**src/rtl/img_pkg.sv**
```systemverilog
// rtl/img_pkg.sv - shared image geometry, pixel/sum typedefs and helpers
package img_pkg;

    localparam int DEF_H_ACTIVE = 640;
    localparam int DEF_V_ACTIVE = 480;
    localparam int DEF_PIX_W    = 8;

    // Block grid of the default frame (2x2 pixel blocks).
    localparam int BLK_W = DEF_H_ACTIVE / 2;
    localparam int BLK_H = DEF_V_ACTIVE / 2;

    typedef logic [DEF_PIX_W-1:0] pix_t;
    typedef logic [DEF_PIX_W:0]   pair_t;
    typedef logic [DEF_PIX_W+1:0] bsum_t;

    // Address width for a memory of n entries, never less than one bit.
    function automatic int clog2_min1(input int n);
        return (n <= 2) ? 1 : $clog2(n);
    endfunction

endpackage

```
**src/rtl/line_pair_ram.sv**
```systemverilog
// rtl/line_pair_ram.sv - single-port synchronous RAM holding one line of horizontal pixel pairs
module line_pair_ram
    import img_pkg::*;
#(
    parameter int DEPTH = BLK_W,
    parameter int WIDTH = $bits(pair_t),
    parameter int AW    = clog2_min1(DEPTH)
) (
    input  logic             clk,
    input  logic             we,
    input  logic [AW-1:0]    addr,
    input  logic [WIDTH-1:0] din,
    output logic [WIDTH-1:0] q
);

    logic [WIDTH-1:0] r_mem [DEPTH];

    // Write on we; q always reflects the last addressed word, so it holds while addr holds.
    always_ff @(posedge clk) begin
        if (we) begin
            r_mem[addr] <= din;
        end
        q <= r_mem[addr];
    end

endmodule

```
**src/rtl/block_sum_encoder.sv**
```systemverilog
// rtl/block_sum_encoder.sv - 2x2 block-sum encoder for a raster gray pixel stream (optional FRAME_SYNC_EN)
module block_sum_encoder
    import img_pkg::*;
#(
    parameter int H_ACTIVE = DEF_H_ACTIVE,
    parameter int V_ACTIVE = DEF_V_ACTIVE,
    parameter int PIX_W    = DEF_PIX_W
) (
    input  logic             clk,
    input  logic             rst,
    input  logic             ce,
    input  logic [PIX_W-1:0] gray_int,
`ifdef FRAME_SYNC_EN
    input  logic             sof,
`endif
    output logic [PIX_W+1:0] block_sum,
    output logic             block_valid,
    output logic [8:0]       block_x,
    output logic [7:0]       block_y,
    output logic             frame_done
);

    localparam int         RAM_DEPTH = H_ACTIVE / 2;
    localparam int         RAM_AW    = clog2_min1(RAM_DEPTH);
    localparam logic [9:0] COL_LAST  = 10'(H_ACTIVE - 1);
    localparam logic [8:0] ROW_LAST  = 9'(V_ACTIVE - 1);

    logic [9:0]        r_col;
    logic [8:0]        r_row;
    logic [PIX_W-1:0]  r_p_even;

    logic [PIX_W:0]    w_pair;
    logic [PIX_W:0]    w_ram_q;
    logic [RAM_AW-1:0] w_ram_addr;
    logic              w_ram_we;
    logic              w_sof;
    logic              w_col_last;
    logic              w_row_last;
    logic              w_blk_done;

`ifdef FRAME_SYNC_EN
    assign w_sof = ce && sof;
`else
    assign w_sof = 1'b0;
`endif

    assign w_pair     = {1'b0, r_p_even} + {1'b0, gray_int};
    assign w_col_last = (r_col == COL_LAST);
    assign w_row_last = (r_row == ROW_LAST);
    // Column pair index is the same for the even and odd pixel, so the read issued on the
    // even column stays on the RAM output through the odd column regardless of ce gaps.
    assign w_ram_addr = RAM_AW'(r_col[9:1]);
    assign w_ram_we   = ce && !w_sof && !r_row[0] && r_col[0];
    assign w_blk_done = ce && !w_sof && r_row[0] && r_col[0];

    line_pair_ram #(
        .DEPTH (RAM_DEPTH),
        .WIDTH (PIX_W + 1),
        .AW    (RAM_AW)
    ) u_line_pair_ram (
        .clk  (clk),
        .we   (w_ram_we),
        .addr (w_ram_addr),
        .din  (w_pair),
        .q    (w_ram_q)
    );

    // Raster position counters and the even-column pixel latch; sof restarts at (0,0).
    always_ff @(posedge clk) begin
        if (!rst) begin
            r_col    <= '0;
            r_row    <= '0;
            r_p_even <= '0;
        end else if (w_sof) begin
            r_col    <= 10'd1;
            r_row    <= '0;
            r_p_even <= gray_int;
        end else if (ce) begin
            if (!r_col[0]) begin
                r_p_even <= gray_int;
            end
            if (w_col_last) begin
                r_col <= '0;
                r_row <= w_row_last ? 9'd0 : r_row + 9'd1;
            end else begin
                r_col <= r_col + 10'd1;
            end
        end
    end

    // Registered block output: sum of upper pair from the line RAM and the current lower pair.
    always_ff @(posedge clk) begin
        if (!rst) begin
            block_sum   <= '0;
            block_valid <= 1'b0;
            block_x     <= '0;
            block_y     <= '0;
            frame_done  <= 1'b0;
        end else begin
            block_valid <= w_blk_done;
            frame_done  <= w_blk_done && w_col_last && w_row_last;
            if (w_blk_done) begin
                block_sum <= {1'b0, w_ram_q} + {1'b0, w_pair};
                block_x   <= r_col[9:1];
                block_y   <= r_row[8:1];
            end
        end
    end

endmodule

```
**config.mk**
```make
export PLATFORM = sky130hd
export DESIGN_NAME = block_sum_encoder
export DESIGN_NICKNAME = d
export VERILOG_FILES = /design/src/rtl/img_pkg.sv /design/src/rtl/line_pair_ram.sv /design/src/rtl/block_sum_encoder.sv
export SDC_FILE = /design/constraint.sdc
export NUM_CORES = 2
export LEC_CHECK = 0
export ABC_CLOCK_PERIOD_IN_PS = 19900
export BUFFER_PORTS_ARGS = -buffer_cell sky130_fd_sc_hd__buf_2
export CAP_MARGIN = 20
export CORE_UTILIZATION = 58
export DETAILED_ROUTE_END_ITERATION = 10
export GPL_TIMING_DRIVEN = 1
export PLACE_DENSITY_LB_ADDON = 0.08
export RECOVER_POWER = 100
export SETUP_SLACK_MARGIN = 0.2
export SLEW_MARGIN = 20
export SYNTH_ARGS = -nofsm -noshare
export SYNTH_HDL_FRONTEND = slang
export SYNTH_SLANG_ARGS = --single-unit
```
**constraint.sdc**
```tcl
create_clock -name clk -period 19.9 [get_ports clk]
set_input_delay 0.995 -clock clk [delete_from_list [all_inputs] [get_ports clk]]
set_output_delay 0.995 -clock clk [all_outputs]
set_load 0.03 [all_outputs]
```
== Yosys cells after proc, flatten, opt, wreduce, memory -nomap -nowiden ==
Memories as Yosys holds them, arrays and structs flattened. A register that Yosys moved wholly into a read port is not among the register bits.
Index checks and enable logic that the tools add are counted.

* Bits in registers: 56
* Memory bits (writable): 2880
* Output and inout bits: 29
* Word-level logic and storage cells: 29
* Memories: 1

* Add/subtract/negate cells: 4
* Eq/ne operators: 2
* Mux-type cells: 4
* Bitwise logic cells: 1
* Reductions and logical operators: 9

{| class="wikitable"
|+ Memories
! name !! words !! bits a word !! rd ports !! clocked after memory_dff !! wr ports !! line !! RTL
|-
| u_line_pair_ram.r_mem || 320 || 9 || 1 || 1 || 1 || line_pair_ram.sv:16 || <nowiki>logic [WIDTH-1:0] r_mem [DEPTH];</nowiki>
|}

{| class="wikitable"
|+ Operators with widths
! operator !! count
|-
| adder 10 x 1 -> 10 bit, second input constant || 1
|-
| adder 9 x 9 -> 10 bit || 1
|-
| equality test 10 bit, second input constant || 1
|-
| 2-to-1 mux 10 bit || 1
|-
| adder 8 x 8 -> 9 bit || 1
|-
| adder 9 x 1 -> 9 bit, second input constant || 1
|-
| equality test 9 bit, second input constant || 1
|-
| 2-to-1 mux 9 bit || 1
|-
| logical AND 1 bit || 6
|-
| AND reduction 2 bit || 2
|-
| 2-to-1 mux 1 bit || 2
|-
| logical NOT 1 bit || 1
|-
| inverter 1 bit || 1
|}

== Depth between registers and ports, before layout ==
* Depth in word-level cells: 5
* Mapped depth: 13
* Depth with buffers taken out: 12

== By module ==
Synthesis repeated with hierarchy kept, for this count alone.

* Cell total of the unflattened synthesis: 5546
* Area total of the unflattened synthesis: 114875.2 um^2

{| class="wikitable"
|+ Modules (own cells, without submodules)
! module !! times used !! cells an instance !! area an instance (um^2)
|-
| line_pair_ram || 1 || 5193 || 111869.8
|-
| block_sum_encoder || 1 || 353 || 3005.4
|}

== Least setup slack after synthesis ==
No wires, ideal clock.

* Kind: input port to flip-flop
* Start point: input gray_int[0]
* End point: register block_sum[9]
* Arrival time: 12.989 ns
* Required time: 19.765 ns
* Slack: 6.775 ns
* Cell stages on the path: 12
* Cell sequence: ha_1 -> fa_1 -> a21o_1 -> a21oi_1 -> o21bai_1 -> a21oi_1 -> xnor2_1 -> ha_1 -> a21oi_1 -> o21ai_0 -> a2111oi_0 -> nor4b_1

* Longest elaborated chain between the ends: 2

{| class="wikitable"
|+ Ends and longest elaborated chain
! element !! line !! RTL
|-
| start: declaration || block_sum_encoder.sv:12 || <nowiki>input logic [PIX_W-1:0] gray_int,</nowiki>
|-
| adder 8 x 8 -> 9 bit || block_sum_encoder.sv:47 || <nowiki>assign w_pair = {1'b0, r_p_even} + {1'b0, gray_int};</nowiki>
|-
| via u_line_pair_ram.din[6] || line_pair_ram.sv:12 || <nowiki>input logic [WIDTH-1:0] din,</nowiki>
|-
| adder 9 x 9 -> 10 bit || block_sum_encoder.sv:103 || <nowiki>block_sum <= {1'b0, w_ram_q} + {1'b0, w_pair};</nowiki>
|-
| end signal: assignment || block_sum_encoder.sv:103 ||
|-
| end: declaration || block_sum_encoder.sv:16 || <nowiki>output logic [PIX_W+1:0] block_sum,</nowiki>
|}

The timed path passes the listed nets, and every way through them passes these cells.
A chain may end at the register's enable or synchronous reset.

== Worst setup path in the final report ==
* Start point: register r_p_even[0]
* End point: memory u_line_pair_ram.r_mem[67][0] (netlist bit) (data pin)

* Longest elaborated chain between the ends: 1

{| class="wikitable"
|+ Ends and longest elaborated chain
! element !! line !! RTL
|-
| start: declaration || block_sum_encoder.sv:30 || <nowiki>logic [PIX_W-1:0] r_p_even;</nowiki>
|-
| start signal: assignment || block_sum_encoder.sv:77 || <nowiki>r_p_even <= gray_int;</nowiki>
|-
| start signal: assignment || block_sum_encoder.sv:80 || <nowiki>r_p_even <= gray_int;</nowiki>
|-
| adder 8 x 8 -> 9 bit || block_sum_encoder.sv:47 ||
|-
| via u_line_pair_ram.din[0] || line_pair_ram.sv:12 ||
|-
| end: declaration || line_pair_ram.sv:16 ||
|}

The timed path passes the listed nets, and every way through them passes these cells.

==> impl_summary.log <==
[metrics] outcome: complete, but fails checks
[metrics] violated checks: capacitance limit, slew limit
[metrics] internal portion of total power: 0.0104 W
[metrics] horizontal die dimension: 445 um
[metrics] share of synthesized flip-flops with an asynchronous set or reset: 0
[metrics] Crit. path cell count: 3
[metrics] Total Routed Length: 315000 um
[metrics] Max Fclk: 0.0821 GHz
[metrics] WL/cell: 37.3 um
[metrics] number of storage elements in the synthesis netlist: 2945
[metrics] type of origin of the critical path: register
[metrics] number of nets in the final layout: 5642
[metrics] post-synthesis instance area: 0.114 mm2
[metrics] layout filler cell count: 13200
[metrics] P_leak: 37.5 nW
[metrics] number of DRC markers after the initial detailed-route iteration: 7936
[metrics] Die Span Y: 445 um
[metrics] overall fraction of global-route tracks in use: 0.321
[metrics] area growth from synthesis to layout: 10.6%
[metrics] buffers plus inverters on the worst setup path: 2
[metrics] total overflow reported by the global router: 0
[metrics] footprint of the multi-input gates: 0.0245 mm2
[metrics] Final Critical Period: 12.17 ns
[metrics] setup repair after global routing missed its margin: false
[metrics] Via Count: 58100
[metrics] Cell Rows: 162
[metrics] cell types with the highest counts after synthesis: edfxtp_1 (2880), mux4_2 (661), nor2_1 (374)
[metrics] global-route wire length before repair: 441000 um
[metrics] pin count of the biggest net entering global routing: 226
[metrics] share of the synthesized area in the top cell type: 0.759
[metrics] total nets after synthesis: 5503
[metrics] origin of the worst setup path: r_p_even[0]
[metrics] clock tree from TritonCTS: built
[metrics] max-slew violation total from the final report: 3626
[metrics] critical-path cell list: ha_1 -> clkbuf_1 -> clkbuf_1
[metrics] part of the power in the clock network: 0.413
[metrics] largest delay contributor family on the critical path: buffers and inverters
[metrics] Die ar.: 0.198 mm2
[metrics] number of distinct library cell variants in the gate-level netlist after synthesis: 70
[metrics] Post-Synthesis Cells: 5470
[metrics] source of the worst register-to-register timing path: r_p_even[0]
[metrics] clock root buffer master: clkbuf_16
[metrics] antenna violations before repair: 13
[metrics] final-layout worst hold slack: 0.336 ns
[metrics] type of destination of the critical path: register
[metrics] Sw Share: 0.210
[metrics] Layout Cells excl Fill: 8443
[metrics] maximum buffer depth of the clock tree: 4
[metrics] worst slew slack as a fraction of its limit: -5.38
[metrics] area occupied by registers: 0.0878 mm2
[metrics] IO Pins: 40
[metrics] final setup vio count: 0
[metrics] vias per inst: 6.88
[metrics] clock-pin slew reported for the worst setup and hold paths after clock tree synthesis: 0.06 ns
[metrics] data required time of the worst path: 19.35 ns
[metrics] post-detailed-route count of antenna-violating nets: 0
[metrics] combinational power share: 0.045
[metrics] worst-path maximum fanout: 198
[metrics] cell count after placement: 7922
[metrics] share of synthesized area occupied by flip-flops and latches: 0.771
[metrics] Buffers on Ports: 39
[metrics] DP Worst Slack: 13.12 ns
[metrics] kind of critical path: register to register
[metrics] number of hold violations in the final report: 0
[metrics] via count of the first global-routing pass: 56500
[metrics] library cell appearing most often on the critical path: clkbuf_1
[metrics] Tightest Pin Transition: 9.57 ns
[metrics] worst vdd ir: 85.8 uV
[metrics] final setup TNS: 0 ns
[metrics] area of the core: 0.195 mm2
[metrics] post-cts resize count: 0
[metrics] cell with the largest stage delay on the worst path: clkbuf_1
[metrics] number of setup buffers added after CTS: 0
[metrics] clock sink total: 2945
[metrics] half-perimeter wire length of the detailed placement result: 183000 um
[metrics] arrival time reported for the critical path endpoint: 11.63 ns
[metrics] slack of the critical path: 7.73 ns
[metrics] post-route fraction of the period consumed by the critical path: 0.612
[metrics] hold path startpoint: gray_int[2]
[metrics] largest area contributor in the netlist: edfxtp_1
[metrics] P_sw: 0.00276 W
[metrics] number of CTS-inserted buffers: 306
[metrics] sequential cell fraction of total power: 0.542
[metrics] post-detailed-route DRC marker count: 0
[metrics] source-to-sink clock delay at the later pin of the worst-skew pair: 0.95 ns
[metrics] number of detailed-route iterations in the first pass: 6
[metrics] Final Wtd Congestion: 0.876
[metrics] most common flop cell mapped by yosys: edfxtp_1
[metrics] Tightest Hold Check Type: input pin to register
[metrics] number of enable-type register cells in the synthesized netlist: 2880
[metrics] worst-case reg-to-reg path depth: 3
[metrics] power density relative to cell area: 104 mW/mm2
[metrics] Initial Util: 0.584
[metrics] Hold Path Depth: 3
[metrics] hold buffers post-CTS: 0
[metrics] biggest area contributors in the synthesized netlist: edfxtp_1 (76%), mux4_2 (13%), mux2i_1 (1.3%)
[metrics] Warnings, synthesis: 0
[metrics] Avg Synthesized Cell Area: 20.8 um2
[metrics] most common cell in the netlist: edfxtp_1
[metrics] number of maximum-capacitance constraint violations: 61
[metrics] Max Clock Skew: 0.0449 ns
[metrics] proportion of layout cells with a drive suffix above 1: 0.208
[metrics] largest stage delay on the critical path: 6.19 ns
[metrics] maximum level of the CTS H-tree: 5
power by group through the flow:
stage               combinational [W]  sequential, W  clock [W]
finish                       0.000590        0.00712    0.00543
global route                 0.000628        0.00712    0.00569
CTS                          0.000606        0.00704    0.00547
detailed placement           0.000606        0.00717          0
global placement             0.000583        0.00717          0
floorplan                    0.000354        0.00731          0
flip-flops by register name, indices dropped and copies added (netlist names):
signal and cells:
frame_done 1, u_line_pair_ram.r_mem 2880, u_line_pair_ram.q 9, block_valid 1, r_col 10, r_p_even 8
block_x 9, block_y 8, r_row 9, block_sum 10
metrics by stage:
step,power [W],cell area [um2],utilization
finish,0.0131,126000,0.646
detailed placement,0.00777,117000,0.601
CTS,0.0131,126000,0.648
floorplan,0.00766,114000,-
global placement,0.00775,117000,0.601
global route,0.0134,126000,0.646
routing by layer:
layer,global-route usage,vias up,part of all wire
li1,-,23100,-
met1,0.466,30800,0.39
met2,0.475,3504,0.46
met3,0.0796,599,0.11
met4,0.123,14,0.043
met5,0.00269,-,0.00053
final timing paths:
check / slack [ns] / end
max: 7.73 / u_line_pair_ram.r_mem[67][0]
min: 0.34 / r_p_even[2]
max reg2reg: 7.73 / u_line_pair_ram.r_mem[67][0]
min reg2reg: 0.46 / block_y[5]
cell usage in the layout (no fill, tap or decap), drive strengths merged, types with 20 or more instances in the layout:
master and instances:
a21boi 29, a21oi 76, a221oi 63, a22o 61, a22oi 131, buf 97
clkbuf 482, clkinv 89, dfxtp 65, edfxtp 2880, ha 20, mux2 25
mux2i 146, mux4 661, nand2 151, nand3 42, nand4 23, nor2 374
nor2b 20, nor3 21, o21ai 66, o22ai 46
worst reg2reg max path: cells and delay by family, from the launching register on:
family	cells	cell delay, ns
buffers and inverters	2	8.68
adder cells (fa/ha/maj)	1	1.54
flip-flops	1	0.31
cells by family (layout without fill, tap and decap cells):
family | count (synthesis) | count (layout) | share of synthesized area
AO/OA/AOI/OAI | 578 | 578 | 0.0364
XOR/XNOR | 26 | 26 | 0.00200
adder cells (fa/ha/maj) | 22 | 22 | 0.00255
buffers and inverters | 357 | 705 | 0.0152
flip-flops | 2945 | 2945 | 0.771
multiplexers | 832 | 832 | 0.146
other | 0 | 1 | 0
AND/OR/NAND/NOR | 710 | 710 | 0.0273
cell type report:
type / instances / area share
multi-input combinational: 2168 / 0.195
sequential: 2945 / 0.697
tap: 2624 / 0.0261
clock inverter: 117 / 0.00779
inverter: 9 / 0.000288
antenna: 1 / 0.0000199
timing repair buffer: 179 / 0.00852
clock buffer: 400 / 0.0658
No activity file was read; power rests on OpenSTA's default activity.
